`src/rtl/circle_plotter.sv`:
```
// Midpoint circle rasteriser for a small VGA frame buffer.
// One start captures the circle parameters; the block then walks the
// first octant with the midpoint algorithm and emits the eight mirrored
// candidate pixels per step, suppressing plot for off-screen candidates.
//
// Handshake: start is a single-cycle request that is only looked at while
// the block is idle (busy=0); requests while busy are dropped, not queued.
// x/y/colour are meaningful only in cycles where plot=1, and done pulses
// for exactly one cycle after the last pixel of a circle.
module circle_plotter #(
  parameter int SCREEN_WIDTH  = 160,
  parameter int SCREEN_HEIGHT = 120
) (
  input  logic       clk,
  input  logic       reset,
  input  logic       start,
  input  logic [7:0] cx,
  input  logic [6:0] cy,
  input  logic [6:0] radius,
  input  logic [2:0] colour_in,
  output logic [7:0] x,
  output logic [6:0] y,
  output logic [2:0] colour,
  output logic       plot,
  output logic       busy,
  output logic       done,
  output logic [2:0] state_dbg
);

  typedef enum logic [2:0] {
    S_IDLE   = 3'd0,
    S_INIT   = 3'd1,
    S_PLOT   = 3'd2,
    S_UPDATE = 3'd3,
    S_DONE   = 3'd4
  } state_t;

  state_t            state_q, state_d;
  logic [7:0]        cx_q, cx_d;
  logic [6:0]        cy_q, cy_d;
  logic [6:0]        r_q, r_d;
  logic [2:0]        col_q, col_d;
  // xo can go negative (radius 0 steps to -1), so offsets are signed.
  logic signed [8:0] xo_q, xo_d;
  logic signed [8:0] yo_q, yo_d;
  logic signed [9:0] d_q, d_d;
  logic [2:0]        oct_q, oct_d;

  logic signed [8:0] cx_s, cy_s;
  logic signed [8:0] px, py;
  logic              in_range;
  logic signed [8:0] yo_new, xo_new;
  logic signed [9:0] yo_w, xo_w, d_new;

  assign cx_s = {1'b0, cx_q};
  assign cy_s = {2'b00, cy_q};

  // Candidate pixel for the current octant, in 9-bit signed arithmetic.
  always_comb begin
    px = cx_s;
    py = cy_s;
    case (oct_q)
      3'd0: begin px = cx_s + xo_q; py = cy_s + yo_q; end
      3'd1: begin px = cx_s + yo_q; py = cy_s + xo_q; end
      3'd2: begin px = cx_s - yo_q; py = cy_s + xo_q; end
      3'd3: begin px = cx_s - xo_q; py = cy_s + yo_q; end
      3'd4: begin px = cx_s - xo_q; py = cy_s - yo_q; end
      3'd5: begin px = cx_s - yo_q; py = cy_s - xo_q; end
      3'd6: begin px = cx_s + yo_q; py = cy_s - xo_q; end
      default: begin px = cx_s + xo_q; py = cy_s - yo_q; end
    endcase
    in_range = (int'(px) >= 0) && (int'(px) < SCREEN_WIDTH) &&
               (int'(py) >= 0) && (int'(py) < SCREEN_HEIGHT);
  end

  // Midpoint decision step applied at the end of each eight-pixel pass.
  always_comb begin
    yo_new = yo_q + 9'sd1;
    xo_new = (d_q < 0) ? xo_q : (xo_q - 9'sd1);
    yo_w   = {yo_new[8], yo_new};
    xo_w   = {xo_new[8], xo_new};
    if (d_q < 0) d_new = d_q + (yo_w <<< 1) + 10'sd1;
    else         d_new = d_q + ((yo_w - xo_w) <<< 1) + 10'sd1;
  end

  // State register and datapath flops; reset aborts any circle in flight.
  always_ff @(posedge clk or posedge reset) begin
    if (reset) begin
      state_q <= S_IDLE;
      cx_q    <= '0;
      cy_q    <= '0;
      r_q     <= '0;
      col_q   <= '0;
      xo_q    <= '0;
      yo_q    <= '0;
      d_q     <= '0;
      oct_q   <= '0;
    end else begin
      state_q <= state_d;
      cx_q    <= cx_d;
      cy_q    <= cy_d;
      r_q     <= r_d;
      col_q   <= col_d;
      xo_q    <= xo_d;
      yo_q    <= yo_d;
      d_q     <= d_d;
      oct_q   <= oct_d;
    end
  end

  // Next-state logic and Moore outputs.
  always_comb begin
    state_d   = state_q;
    cx_d      = cx_q;
    cy_d      = cy_q;
    r_d       = r_q;
    col_d     = col_q;
    xo_d      = xo_q;
    yo_d      = yo_q;
    d_d       = d_q;
    oct_d     = oct_q;
    x         = '0;
    y         = '0;
    colour    = '0;
    plot      = 1'b0;
    busy      = (state_q != S_IDLE);
    done      = 1'b0;
    state_dbg = state_q;

    case (state_q)
      S_IDLE: begin
        if (start) begin
          cx_d    = cx;
          cy_d    = cy;
          r_d     = radius;
          col_d   = colour_in;
          state_d = S_INIT;
        end
      end
      S_INIT: begin
        xo_d    = {2'b00, r_q};
        yo_d    = '0;
        d_d     = 10'sd1 - $signed({3'b000, r_q});
        oct_d   = '0;
        state_d = S_PLOT;
      end
      S_PLOT: begin
        x      = px[7:0];
        y      = py[6:0];
        colour = col_q;
        plot   = in_range;
        oct_d  = oct_q + 3'd1;
        if (oct_q == 3'd7) state_d = S_UPDATE;
      end
      S_UPDATE: begin
        yo_d    = yo_new;
        xo_d    = xo_new;
        d_d     = d_new;
        oct_d   = '0;
        state_d = (yo_new > xo_new) ? S_DONE : S_PLOT;
      end
      S_DONE: begin
        done    = 1'b1;
        state_d = S_IDLE;
      end
      default: state_d = S_IDLE;
    endcase
  end

endmodule

```
`config.mk`:
```
export PLATFORM = sky130hd
export DESIGN_NAME = circle_plotter
export DESIGN_NICKNAME = d
export VERILOG_FILES = /design/src/rtl/circle_plotter.sv
export SDC_FILE = /design/constraint.sdc
export NUM_CORES = 1
export LEC_CHECK = 0
export ABC_AREA = 0
export CORE_MARGIN = 2
export CORE_UTILIZATION = 60
export DETAILED_ROUTE_END_ITERATION = 8
export HOLD_SLACK_MARGIN = 0.12
export PLACE_DENSITY = 0.83
export SYNTH_ARGS = -nofsm -noshare
export SYNTH_HDL_FRONTEND = slang
export SYNTH_SLANG_ARGS = --single-unit
```
`constraint.sdc`:
```
create_clock -name clk -period 6.88 [get_ports clk]
set_input_delay 1.032 -clock clk [delete_from_list [all_inputs] [get_ports clk]]
set_output_delay 1.032 -clock clk [all_outputs]
set_load 0.1 [all_outputs]
```
==> reports/results.ini <==
[setup_path]
crit_cells=12
critPathSlowestCell=clkdlybuf4s50_1
cp-startpoint=oct_q[2]
rr_endpoint=d_q[9]
critPathMaxStageDelay_ns=1.16
worstPathCellList=buf_4, inv_2, ha_1, a21oi_1, o21ai_0, a222oi_1, ha_1, o21a_1, o31a_1, a21oi_1, nor2b_1, clkdlybuf4s50_1
cp_max_fo=17
reg2reg_depth=14
worstSetupStartpointType=flop
crit_family=compound AO/OA/AOI/OAI gates
path_buf_inv=3
crit_path_end=y[4]
cp.required_ns=5.85
cp.arrival_ns=5.20
worstSetupPathType=reg -> out
r2r-start=d_q[9]
endpoint_kind=output port
rrSetupSlack_ns=2.44

[clocking]
clk_pin_slew_ns=0.08
clkSinkCount=59
cts_tree=built
cts_root_buf=clkbuf_8
clkLatencyLatePin_ns=0.36
h-tree-depth=3
ctsHoldBuffers=0
cts_resized=0
clk_path_buf_depth=2
cts_made_buffers=9
postCtsSetupRepairBufs=0

[timing]
period_share=0.905
fmax_mhz=161
rsz0062_at_grt=false
final_hold_viol_count=0
slew_violations=0
finalSetupViolCount=0
layout_min_cycle_time_ns=6.23
hold_ws_ns=0.513
fin_setup_tns_ns=0
max-slew-margin-rel=0.338
tightest_slew_ns=0.991
skew_ns=0.0124

[grt]
grt-ovfl-total=0
grt_pass1_wl_um=27000
grt_max_degree=60
grt_use_total=0.333
grt_pass1_vias=5331
antenna_found_initial=0

[detailed_routing]
drc=0
drtPass1Iterations=5
drt-total-wl_um=16700
vias_per_cell=6.15
vias=5471
drt_iter0_markers=367
detail-route-antenna-nets=0
wire_per_inst_um=18.7

[finish]
area_growth_pct=13.3
post-route-util=0.703
final_nets=841
antennaDiodeCount=0
layout-drive-gt1-share=0.0775

[floorplanning]
placementRows=35
die_area_sq_mm=0.0104
start_util=0.621
design.core.area_sq_mm=0.00928
pin_count=52
die_w_um=102
dieHeight_um=102

[placement]
place.port_buffers=51
finalWeightedCongestion=1.02
dp_hpwl_um=12600

[yosys]
yosys_warnings=0
synth_seq_cells=59
seq_area_frac_synth=0.256
synth_edf_count=0
synth_cell_types=57
synth_largest_area_cell=dfrtp_1
async_flop_share=1.00
synth_top_flop_cell=dfrtp_1
synth_top_area_share=0.256
synth_area_sq_mm=0.00576
syn_area_per_cell_sq_um=7.89
syn_nets=815
synth_area_leaders=dfrtp_1 (26%), ha_1 (11%), o21ai_0 (5.8%), a21oi_1 (5.0%), nand2_1 (4.8%)
synthCells=730

[min_path]
hold_path_class=reg -> reg
min_from=col_q[2]

[run_status]
status=complete, no violations

[job]
maxCapViolations=0

[per-layer routing]
metal / track usage / wire [um]
met5: 0 / 0
met4: 0.133 / 645
met3: 0.0691 / 1230
met2: 0.540 / 7800
met1: 0.436 / 7000
[layout by cell type (no fill, tap or decap), types with 10 or more instances in the layout]
master,netlist,layout
inv_1,31,30
nand3_1,18,18
a21o_1,14,14
ha_1,52,52
nor2b_1,12,12
nor3_1,28,28
a21oi_1,58,58
xnor2_1,29,29
nand2_1,73,73
dfrtp_1,59,59
xor2_1,24,24
clkdlybuf4s50_1,0,48
mux2_2,21,21
o21ai_0,67,67
o21a_1,10,10
nor2_1,65,65
[flip-flops by register name, indices dropped and copies added, names as in the netlist, 7 cells and up]
| signal | count |
|---|---|
| yo_q | 9 |
| r_q | 7 |
| cx_q | 8 |
| d_q | 10 |
| xo_q | 9 |
| cy_q | 7 |
[cell usage after synthesis (4+ instances only)]
cell / number
nand3_1: 18
xor2_1: 24
mux2i_1: 6
dfrtp_1: 59
nor2b_1: 12
mux2_2: 21
a211oi_1: 4
nor3_1: 28
inv_1: 31
fa_1: 5
o21a_1: 10
or3_1: 8
a31oi_1: 6
o211ai_1: 9
nand2_1: 73
nand4_1: 4
clkbuf_1: 40
o21bai_1: 4
o22ai_1: 8
or2_2: 6
and3_1: 6
nand2b_1: 9
a21o_1: 14
a221oi_1: 5
o21ai_0: 67
xnor2_1: 29
a21oi_1: 58
nor3b_1: 5
nor2_1: 65
ha_1: 52
[logic make-up (layout without fill, tap and decap cells)]
logic type | after synthesis | in the layout | share of synthesized area
flops | 59 | 59 | 0.256
buf+inv | 75 | 106 | 0.0488
xor+xnor | 53 | 53 | 0.0805
compound gates | 215 | 215 | 0.232
fa+ha+maj | 57 | 57 | 0.130
mux | 28 | 28 | 0.0554
simple gates | 243 | 243 | 0.197
[how the worst min path moves through the flow]
| stage | endpoint | slack [ns] | cells past startpoint |
|---|---|---|---|
| 2_1_floorplan | col_q[2] | 0.47 | 1 |
| 3_3_place_gp | r_q[0] | 0.49 | 1 |
| 3_5_place_dp | col_q[2] | 0.50 | 1 |
| 4_1_cts | r_q[0] | 0.52 | 1 |
| 5_1_grt | col_q[2] | 0.52 | 1 |
| 6_report | col_q[2] | 0.51 | 1 |
[through the flow]
stage / instances / setup slack (ns) / cell area [sq um]
after global routing: 890 / 0.386 / 6530
after global placement: 874 / 1.13 / 6320
final: 890 / 0.652 / 6530
after floorplan: 730 / 0.777 / 5770
after CTS: 890 / 0.718 / 6530
after detailed placement: 874 / 1.12 / 6320
[area by class of cell]
type,instances,area (sq um)
timing repair buffer,57,548
inverter,33,124
multi-input combinational,596,4010
clock buffer,9,124
sequential,59,1480
tap,129,161
fill,794,2760
clock inverter,7,83.8
Power is left out: the tool's default activity adds up to more than one toggle a clock period on the data nets, which glitch-free logic cannot reach.
